## config.mk

```make
export PLATFORM = sky130hd
export DESIGN_NAME = object_mouse_drag
export DESIGN_NICKNAME = d
export VERILOG_FILES = /design/src/rtl/object_mouse_drag.sv
export SDC_FILE = /design/constraint.sdc
export NUM_CORES = 1
export LEC_CHECK = 0
export CORE_MARGIN = 4
export CORE_UTILIZATION = 49
export CTS_BUF_LIST = sky130_fd_sc_hd__clkbuf_8
export CTS_CLUSTER_DIAMETER = 30
export DETAILED_ROUTE_END_ITERATION = 12
export DONT_BUFFER_PORTS = 1
export PLACE_DENSITY = 0.63
export SKIP_LAST_GASP = 1
export SLEW_MARGIN = 20
export SYNTH_ARGS = -nofsm -noshare
export SYNTH_HDL_FRONTEND = slang
export SYNTH_SLANG_ARGS = --single-unit
```

## constraint.sdc

```tcl
create_clock -name clk -period 5.2 [get_ports clk]
set_input_delay 0.52 -clock clk [delete_from_list [all_inputs] [get_ports clk]]
set_output_delay 0.52 -clock clk [all_outputs]
set_load 0.02 [all_outputs]
```

## src/rtl/object_mouse_drag.sv

```systemverilog
// Mouse-driven object mover: accumulates signed PS/2 displacement packets and
// applies them to a clamped or wrapped on-screen position once per move tick.
module object_mouse_drag #(
    parameter int POS_W     = 10,
    parameter int VEL_W     = 10,
    parameter int SCREEN_W  = 640,
    parameter int SCREEN_H  = 480,
    parameter int SHIFT     = 0,
    parameter int WRAP      = 0,
    parameter int DRAG_ONLY = 1
) (
    input  logic             clk,
    input  logic             rstn,
    input  logic             mouse_ready,
    input  logic [VEL_W-1:0] vx,
    input  logic [VEL_W-1:0] vy,
    input  logic             dx,
    input  logic             dy,
    input  logic             mouse_push,
    input  logic             move_tick,
    input  logic             load,
    input  logic [POS_W-1:0] width,
    input  logic [POS_W-1:0] height,
    input  logic [POS_W-1:0] init_x,
    input  logic [POS_W-1:0] init_y,
    output logic [POS_W-1:0] posx,
    output logic [POS_W-1:0] posy,
    output logic             dragging
);

    localparam int ACC_W = VEL_W + 2;
    localparam int N_W   = POS_W + ACC_W + 1;

    localparam logic signed [ACC_W:0]   SUM_MAX = {2'b00, {(ACC_W-1){1'b1}}};
    localparam logic signed [ACC_W:0]   SUM_MIN = {2'b11, {(ACC_W-1){1'b0}}};
    localparam logic signed [N_W-1:0]   SCR_X   = N_W'(SCREEN_W);
    localparam logic signed [N_W-1:0]   SCR_Y   = N_W'(SCREEN_H);

    typedef enum logic {IDLE, DRAG} state_t;

    state_t                  state_q;
    logic                    dragging_q;
    logic                    init_pending_q;
    logic [POS_W-1:0]        posx_q, posx_d;
    logic [POS_W-1:0]        posy_q, posy_d;
    logic signed [ACC_W-1:0] acc_x_q, acc_x_d;
    logic signed [ACC_W-1:0] acc_y_q, acc_y_d;
    logic signed [ACC_W-1:0] base_x, base_y;
    logic                    accept;

    // Saturating signed add of one sign/magnitude packet component.
    function automatic logic signed [ACC_W-1:0] sat_add(
        input logic signed [ACC_W-1:0] acc,
        input logic [VEL_W-1:0]        mag,
        input logic                    neg
    );
        logic signed [ACC_W:0] step;
        logic signed [ACC_W:0] sum;
        step = $signed({3'b000, mag});
        if (neg)
            step = -step;
        sum = $signed({acc[ACC_W-1], acc}) + step;
        if (sum > SUM_MAX)
            sum = SUM_MAX;
        else if (sum < SUM_MIN)
            sum = SUM_MIN;
        return sum[ACC_W-1:0];
    endfunction

    // New coordinate after applying displacement d, clamped or wrapped to the screen.
    function automatic logic [POS_W-1:0] next_pos(
        input logic [POS_W-1:0]        pos,
        input logic signed [ACC_W-1:0] d,
        input logic [POS_W-1:0]        size,
        input logic signed [N_W-1:0]   scr
    );
        logic signed [N_W-1:0] dd;
        logic signed [N_W-1:0] n;
        logic signed [N_W-1:0] sz;
        logic signed [N_W-1:0] hi;
        logic signed [N_W-1:0] lim;
        dd  = {{(POS_W+1){d[ACC_W-1]}}, d};
        sz  = {{(ACC_W+1){1'b0}}, size};
        n   = {{(ACC_W+1){1'b0}}, pos};
        lim = scr - N_W'(1);
        hi  = '0;
        if (WRAP != 0) begin
            // A single wrap correction is only valid for |d| below one screen.
            if (dd > lim)
                dd = lim;
            else if (dd < -lim)
                dd = -lim;
            n = n + dd;
            if (n < 0)
                n = n + scr;
            else if (n >= scr)
                n = n - scr;
        end else begin
            n = n + dd;
            if (sz < scr)
                hi = scr - sz;
            if (n < 0)
                n = '0;
            else if (n > hi)
                n = hi;
        end
        return n[POS_W-1:0];
    endfunction

    // NOTE: every combinational output is given a default before any branch so no latch is inferred.
    always_comb begin
        accept  = mouse_ready && ((DRAG_ONLY == 0) || mouse_push);
        base_x  = move_tick ? '0 : acc_x_q;
        base_y  = move_tick ? '0 : acc_y_q;
        acc_x_d = accept ? sat_add(base_x, vx, dx) : base_x;
        acc_y_d = accept ? sat_add(base_y, vy, dy) : base_y;
        posx_d  = posx_q;
        posy_d  = posy_q;

        if (move_tick) begin
            posx_d = next_pos(posx_q, acc_x_q >>> SHIFT, width, SCR_X);
            posy_d = next_pos(posy_q, acc_y_q >>> SHIFT, height, SCR_Y);
        end

        if (load || init_pending_q) begin
            posx_d = init_x;
            posy_d = init_y;
        end

        if (load) begin
            acc_x_d = '0;
            acc_y_d = '0;
        end
    end

    // NOTE: sequential state uses non-blocking assignments so all registers update together at the edge.
    always_ff @(posedge clk or negedge rstn) begin
        if (!rstn) begin
            posx_q         <= '0;
            posy_q         <= '0;
            acc_x_q        <= '0;
            acc_y_q        <= '0;
            init_pending_q <= 1'b1;
            state_q        <= IDLE;
            dragging_q     <= 1'b0;
        end else begin
            posx_q         <= posx_d;
            posy_q         <= posy_d;
            acc_x_q        <= acc_x_d;
            acc_y_q        <= acc_y_d;
            init_pending_q <= 1'b0;

            if (DRAG_ONLY == 0) begin
                state_q    <= DRAG;
                dragging_q <= 1'b1;
            end else if (load) begin
                state_q    <= IDLE;
                dragging_q <= 1'b0;
            end else begin
                case (state_q)
                    IDLE: if (mouse_ready && mouse_push) begin
                        state_q    <= DRAG;
                        dragging_q <= 1'b1;
                    end
                    DRAG: if (mouse_ready && !mouse_push) begin
                        state_q    <= IDLE;
                        dragging_q <= 1'b0;
                    end
                    default: begin
                        state_q    <= IDLE;
                        dragging_q <= 1'b0;
                    end
                endcase
            end
        end
    end

    assign posx     = posx_q;
    assign posy     = posy_q;
    assign dragging = dragging_q;

endmodule

```

==> run_results.csv <==
group,metric,value,unit
clocking,clk_pin_slew,100,ps
route,drc_errors,0,
clocking,hold_buffers,1,
synth,netlist-cell-type-count,66,
route,wl,15.0,mm
timing,worst_slew_pin_slew,891,ps
floorplanning,die_h,119,microns
worst_setup_path,crit_path_end_kind,"flop",
clocking,cts_buffers,5,
synth,avgSynthCellArea,8.00,sq um
worst_setup_path,crit_fanout,7,
worst_setup_path,crit_type,"reg2reg",
placement,dp_slack,888,ps
route,ant_nets,0,
floorplanning,coreArea,12000,sq um
clocking,cts_resized,0,
placement,hpwl,12.2,mm
final_layout,finalNetCount,883,
synth,netlist_area,5980,sq um
flow_run,max_cap_viol_count,0,
clocking,post-cts-setup-buffer-count,0,
placement,place_area,6100,sq um
timing,setup_violations,0,
global_routing,overflow,0,
final_layout,multi_input_area,4520,sq um
global_routing,grt_antenna_before_repair,0,
timing,finalCritPeriodShare,0.839,
global_routing,grt_pass1_vias,5181,
route,dr.first_iter.drc_count,284,
clocking,cts_tree,"yes",
clocking,clock_path_buffers,2,
worst_setup_path,crit_required,5440,ps
timing,max_freq,0.229,GHz
final_layout,area_growth,4.35,%
timing,final_max_slew_viol_count,0,
clocking,cts-root-buf,"clkbuf_8",
power_and_ir_drop,power-per-cell-area,235,nW/um^2
synth,ys_warn_count,0,
placement,place.gp.congestion,0.893,
synth,postSynthCellCount,748,
synth,ys.flop_type,"dfrtp_1",
floorplanning,initial_core_util,0.500,
clocking,htree_levels,2,
min_path,min_path_type,"in2async",
final_layout,final_area,6240,sq um
synth,synth_seq_cells,47,
floorplanning,io_pins,89,
final_layout,postLayoutCoreUtil,0.522,
final_layout,layout-drive-gt1-share,0.0623,
worst_setup_path,start_kind,"flop",
final_layout,final_cells,885,
worst_setup_path,arrival,4600,ps
synth,synth_nets,894,
timing,hold_violations,0,
power_and_ir_drop,p_leak,2.87,nW
global_routing,grt_max_degree,47,
timing,max-slew-margin-rel,0.406,
floorplanning,die_area,14000,sq um
route,via_per_inst,6.05,
route,vias,5354,
timing,finalCriticalPeriod,4360,ps
timing,skew,13.5,ps
synth,synth_edf_count,0,
global_routing,grtUsageTotal,0.213,
route,wl_per_cell,17.0,microns
timing,tns,0,ps
outcome,status,"finished, final reports clean",
placement,dp_cells,876,
global_routing,grt_first_pass_wirelength,25.3,mm
timing,rsz0062_at_grt,"false",
floorplanning,die_w,119,microns
synth,synthArstFlopShare,1.00,
clocking,clk_latency,310,ps
final_layout,num_antenna_cells,0,
placement,port_buffers,0,
final_layout,register_area,1180,sq um
power_and_ir_drop,vdd_drop_max,105,uV
final_layout,fillers,1150,
synth,yosysSeqAreaShare,0.197,
clocking,cts_sinks,47,
timing,setup_ws,835,ps
floorplanning,num_rows,40,
route,dr.pass1.iters,5,
==> power breakdown <==
| group | leakage [nW] | internal [W] | switching (W) |
|---|---|---|---|
| Combinational | 2.23 | 0.000348 | 0.000419 |
| Clock | 0.0474 | 0.000109 | 0.000134 |
| Sequential | 0.593 | 0.000399 | 0.0000596 |
| Total | 2.87 | 0.000856 | 0.000613 |
==> synth_stat cells (2+ instances only) <==
cell / n / area share
a211oi_1: 9 / 0.011
o221a_2: 11 / 0.021
a221o_1: 2 / 0.0033
dfrtp_1: 46 / 0.19
mux2_2: 3 / 0.0056
xor2_1: 17 / 0.025
nand4_1: 7 / 0.0073
or4_1: 2 / 0.0025
ha_1: 74 / 0.15
nor3_1: 17 / 0.014
nor4_1: 6 / 0.0063
xnor2_1: 48 / 0.070
o41ai_1: 2 / 0.0029
nand2_1: 48 / 0.030
o211ai_1: 7 / 0.0088
a2111oi_0: 2 / 0.0029
buf_6: 2 / 0.0038
inv_1: 50 / 0.031
fa_1: 4 / 0.013
a21oi_1: 65 / 0.054
nor2_1: 57 / 0.036
nor2b_1: 30 / 0.031
o21ai_0: 44 / 0.037
nand3_1: 10 / 0.0084
a31oi_1: 3 / 0.0031
o31ai_1: 11 / 0.014
or3_1: 5 / 0.0052
a21o_1: 19 / 0.024
and2_1: 15 / 0.016
o21a_1: 9 / 0.011
and3_1: 15 / 0.016
conb_1: 2 / 0.0013
or3b_2: 2 / 0.0029
a31o_2: 3 / 0.0044
clkbuf_1: 21 / 0.013
or2_2: 3 / 0.0031
nand2b_1: 13 / 0.014
a211o_1: 2 / 0.0029
a221oi_1: 2 / 0.0029
mux2i_1: 17 / 0.028
o22ai_1: 18 / 0.019
==> area by class of cell <==
class	count	share of cell area
repair buffers	7	0.0116
clock buffers	6	0.0132
clock inverters	2	0.00261
inverters	50	0.0301
multi-input cells	626	0.724
flip-flops and latches	47	0.189
well taps	147	0.0295
==> state kept, by name (all words and copies together), names as in the netlist <==
| register | cells |
|---|---|
| acc_y_q | 12 |
| dragging | 1 |
| posx | 10 |
| acc_x_q | 12 |
| init_pending_q | 1 |
| state_q | 1 |
| posy | 10 |
==> worst max-delay path, stage by stage (launching register included) <==
cell,delay (ps)
dfrtp_1,510
ha_1,220
inv_1,60
fa_1,400
nor2b_1,130
o21a_1,150
o21ai_0,90
a21oi_1,270
a21o_1,160
a21oi_1,70
xnor2_1,140
ha_1,300
nand4_1,120
nor2_1,100
o31ai_1,80
a221oi_1,680
buf_4,310
mux2_2,350
o21ai_0,140
==> final timing paths <==
check	slack, ps	end	cells past startpoint	from
setup / recovery	840	posx[6]	18	posx[0]
hold / removal	30	posy[3]	1	rstn
setup reg to reg	840	posx[6]	18	posx[0]
hold reg to reg	570	state_q	2	state_q
max in group asynchronous	4940	acc_y_q[11]	1	rstn
min in group clk	260	state_q	1	load
==> stage by stage <==
stage	total power [W]	hold WS (ps)
after CTS	0.00147	31.9
after floorplan	0.00106	224
after detailed placement	0.00121	225
after global routing	0.00159	20.1
after global placement	0.00119	225
final	0.00147	26.1
==> layout by cell type, fill, tap and decap left out, drive strengths merged, types with 13 or more instances in the layout <==
cell type   n
xor2       17
o21ai      45
a21oi      65
dfrtp      46
nor2       57
a21o       20
nor2b      30
nor3       17
o22ai      18
ha         74
and3       15
mux2i      17
xnor2      48
nand2      48
and2       15
inv        50
nand2b     13
==> layer usage <==
metal,vias to the layer above,track usage,part of all wire
li1,2686,-,-
met1,2518,0.310,0.49
met2,140,0.336,0.44
met3,10,0.0359,0.059
met4,0,0.0377,0.0083
met5,-,0,0
==> cells by family (layout without fill, tap and decap cells) <==
family / after synthesis / in the layout / synth area share
and+or+nand+nor: 233 / 233 / 0.196
AOI/OAI and AO/OA: 228 / 228 / 0.258
adders and majority gates: 78 / 78 / 0.168
buffers and inverters: 75 / 65 / 0.0498
xor gates and xnor gates: 65 / 65 / 0.0951
DFF: 47 / 47 / 0.197
muxes: 20 / 20 / 0.0341
other: 2 / 2 / 0.00126
Power figures use the tool's default switching activity.
==> RTL change: new RTL, config.mk and constraints unchanged <==
The parameter `VEL_W` goes from 10 to 20.
--- a/src/rtl/object_mouse_drag.sv
+++ b/src/rtl/object_mouse_drag.sv
@@ -4,3 +4,3 @@
     parameter int POS_W     = 10,
-    parameter int VEL_W     = 10,
+    parameter int VEL_W     = 20,
     parameter int SCREEN_W  = 640,
Interface: changed (resized vx and vy); port bits go from 89 to 109. No check against the original RTL was run, so the function may have changed too.
==> RTL change against the unedited design <==
Cell area is 62% higher. Power up 45%. Setup slack got worse by 580 ps. Sequential cell count increased by 20. Non-clock buffer count up 22. Global-route usage up 1.6 points. Sequential share of layout area down 2.3 points. Critical path depth rose by 2. First-iteration DRC count is 74% higher. Synthesized area rose by 58%. Wire length is 69% higher. Core utilization up 1.5 points.
==> RTL change: results (changes against the unedited design) <==
metric;value;unit;change
number of inverters outside the clock class in the layout;61;;+22%
xor and xnor fraction of the mapped netlist area;10.4;%;+0.86 points
fraction of layout instances using a drive strength above 1;6.39;%;+0.16 points
Max Clock Skew;5.04;ps;-8.46 ps
leakage power figure;4.53;nW;+58%
clock network latency to the later pin of the worst-skew pair;370;ps;+60 ps
combinational-cell power consumption;0.948;mW;+24%
number of flip-flops and latches in the synthesized netlist;67;;+43%
H-Tree Level Count;3;;+1
Inserted Clock Buffers;9;;+4
Post-DP Area;0.00976;sq mm;+60%
Global Route Usage Sum;22.9;%;+1.6 points
clock slew seen by the registers of the worst setup and hold paths;80;ps;-20 ps
largest registers;acc_x_q: 22 flops, acc_y_q: 22 flops;;
area of the multi-input gates;0.00739;sq mm;+63%
worst reg2reg path depth;20;;+2
total routed wirelength;25400;um;+69%
Synth Area in Compound Gates;27.5;%;+1.6 points
cell with the largest stage delay on the worst path;sky130_fd_sc_hd__dfrtp_2;;
fraction of synthesized area in multiplexers;1.87;%;-1.5 points
Worst VDD drop;0.126;mV;+20%
largest incremental delay on the critical path;480;ps;-200 ps
most frequent cells after synthesis;124 x sky130_fd_sc_hd__ha_1, 116 x sky130_fd_sc_hd__nor2_1, 87 x sky130_fd_sc_hd__a21oi_1;;
total via count in the routed design;8760;;+64%
sequential element share of the synthesized area;17.7;%;-1.9 points
FF/Latch Area;0.00168;sq mm;+43%
number of signal-net buffers in the layout;29;;+22
global-route wire length before repair;41200;um;+63%
post-synthesis cell type count;68;;+3.0%
number of nets at the end of the flow;1416;;+60%
number of global-route vias before repair;8211;;+58%
worst-case register-to-register setup slack;260;ps;-580 ps
top cells by area, synth;sky130_fd_sc_hd__dfrtp_1 17%, sky130_fd_sc_hd__ha_1 16%, sky130_fd_sc_hd__xnor2_1 7.4%, sky130_fd_sc_hd__a21oi_1 4.6%, sky130_fd_sc_hd__nor2_1 4.6%;;
worst-path fanout max;5;;-2
result of the run;completed;;
signal buffers share of area;2.47;%;+1.3 points
data arrival time of the critical path;5200;ps;+600 ps
normalized max-slew margin;36.3;%;-4.3 points
end of the worst register-to-register path;posx[0];;
area share of fa/ha/maj cells after synthesis;17.2;%;+0.44 points
FILL cells;1817;;+58%
weighted congestion reported at the end of routability-driven placement;0.877;;-1.8%
worst hold slack after final layout;17.7;ps;-8.36 ps
number of gates resized after CTS;1;;+1
violation count after the first detailed-routing iteration;495;;+74%
sequential power share;29.4;%;-1.8 points
tap cell instance count;260;;+77%
post-detail-place hpwl;19800;um;+62%
count of port buffers added during placement;0;;unchanged
==> RTL change: through the flow <==
step	utilization, %	power [mW]	setup slack, ps	setup TNS, ps	std cells
2_1_floorplan	-	1.35	146	0	1206
3_3_place_gp	51.8	1.52	107	0	1442
3_5_place_dp	51.8	1.53	-6.22	-12.3	1442
4_1_cts	53.3	2.11	82.1	0	1459
5_1_grt	53.7	2.28	-35.2	-145	1465
6_report	53.7	2.12	259	0	1465
==> RTL change: worst max path at each step <==
stage | slack (ps) | depth (start not counted) | to
detailed placement | -6 | 20 | posx[0]
global placement | 110 | 20 | posx[8]
floorplan | 150 | 19 | posx[0]
CTS | 80 | 20 | posx[0]
finish | 260 | 20 | posx[0]
global route | -40 | 21 | posx[3]
==> RTL change: layer usage <==
metal  vias to the layer above  part of all wire [%]  global-route usage, %
met5                         -                     0                      0
met2                       232                    42                   34.5
li1                       4420                     -                      -
met1                      4080                    50                   34.2
met4                         0                   1.3                   5.27
met3                        28                   6.2                   4.13
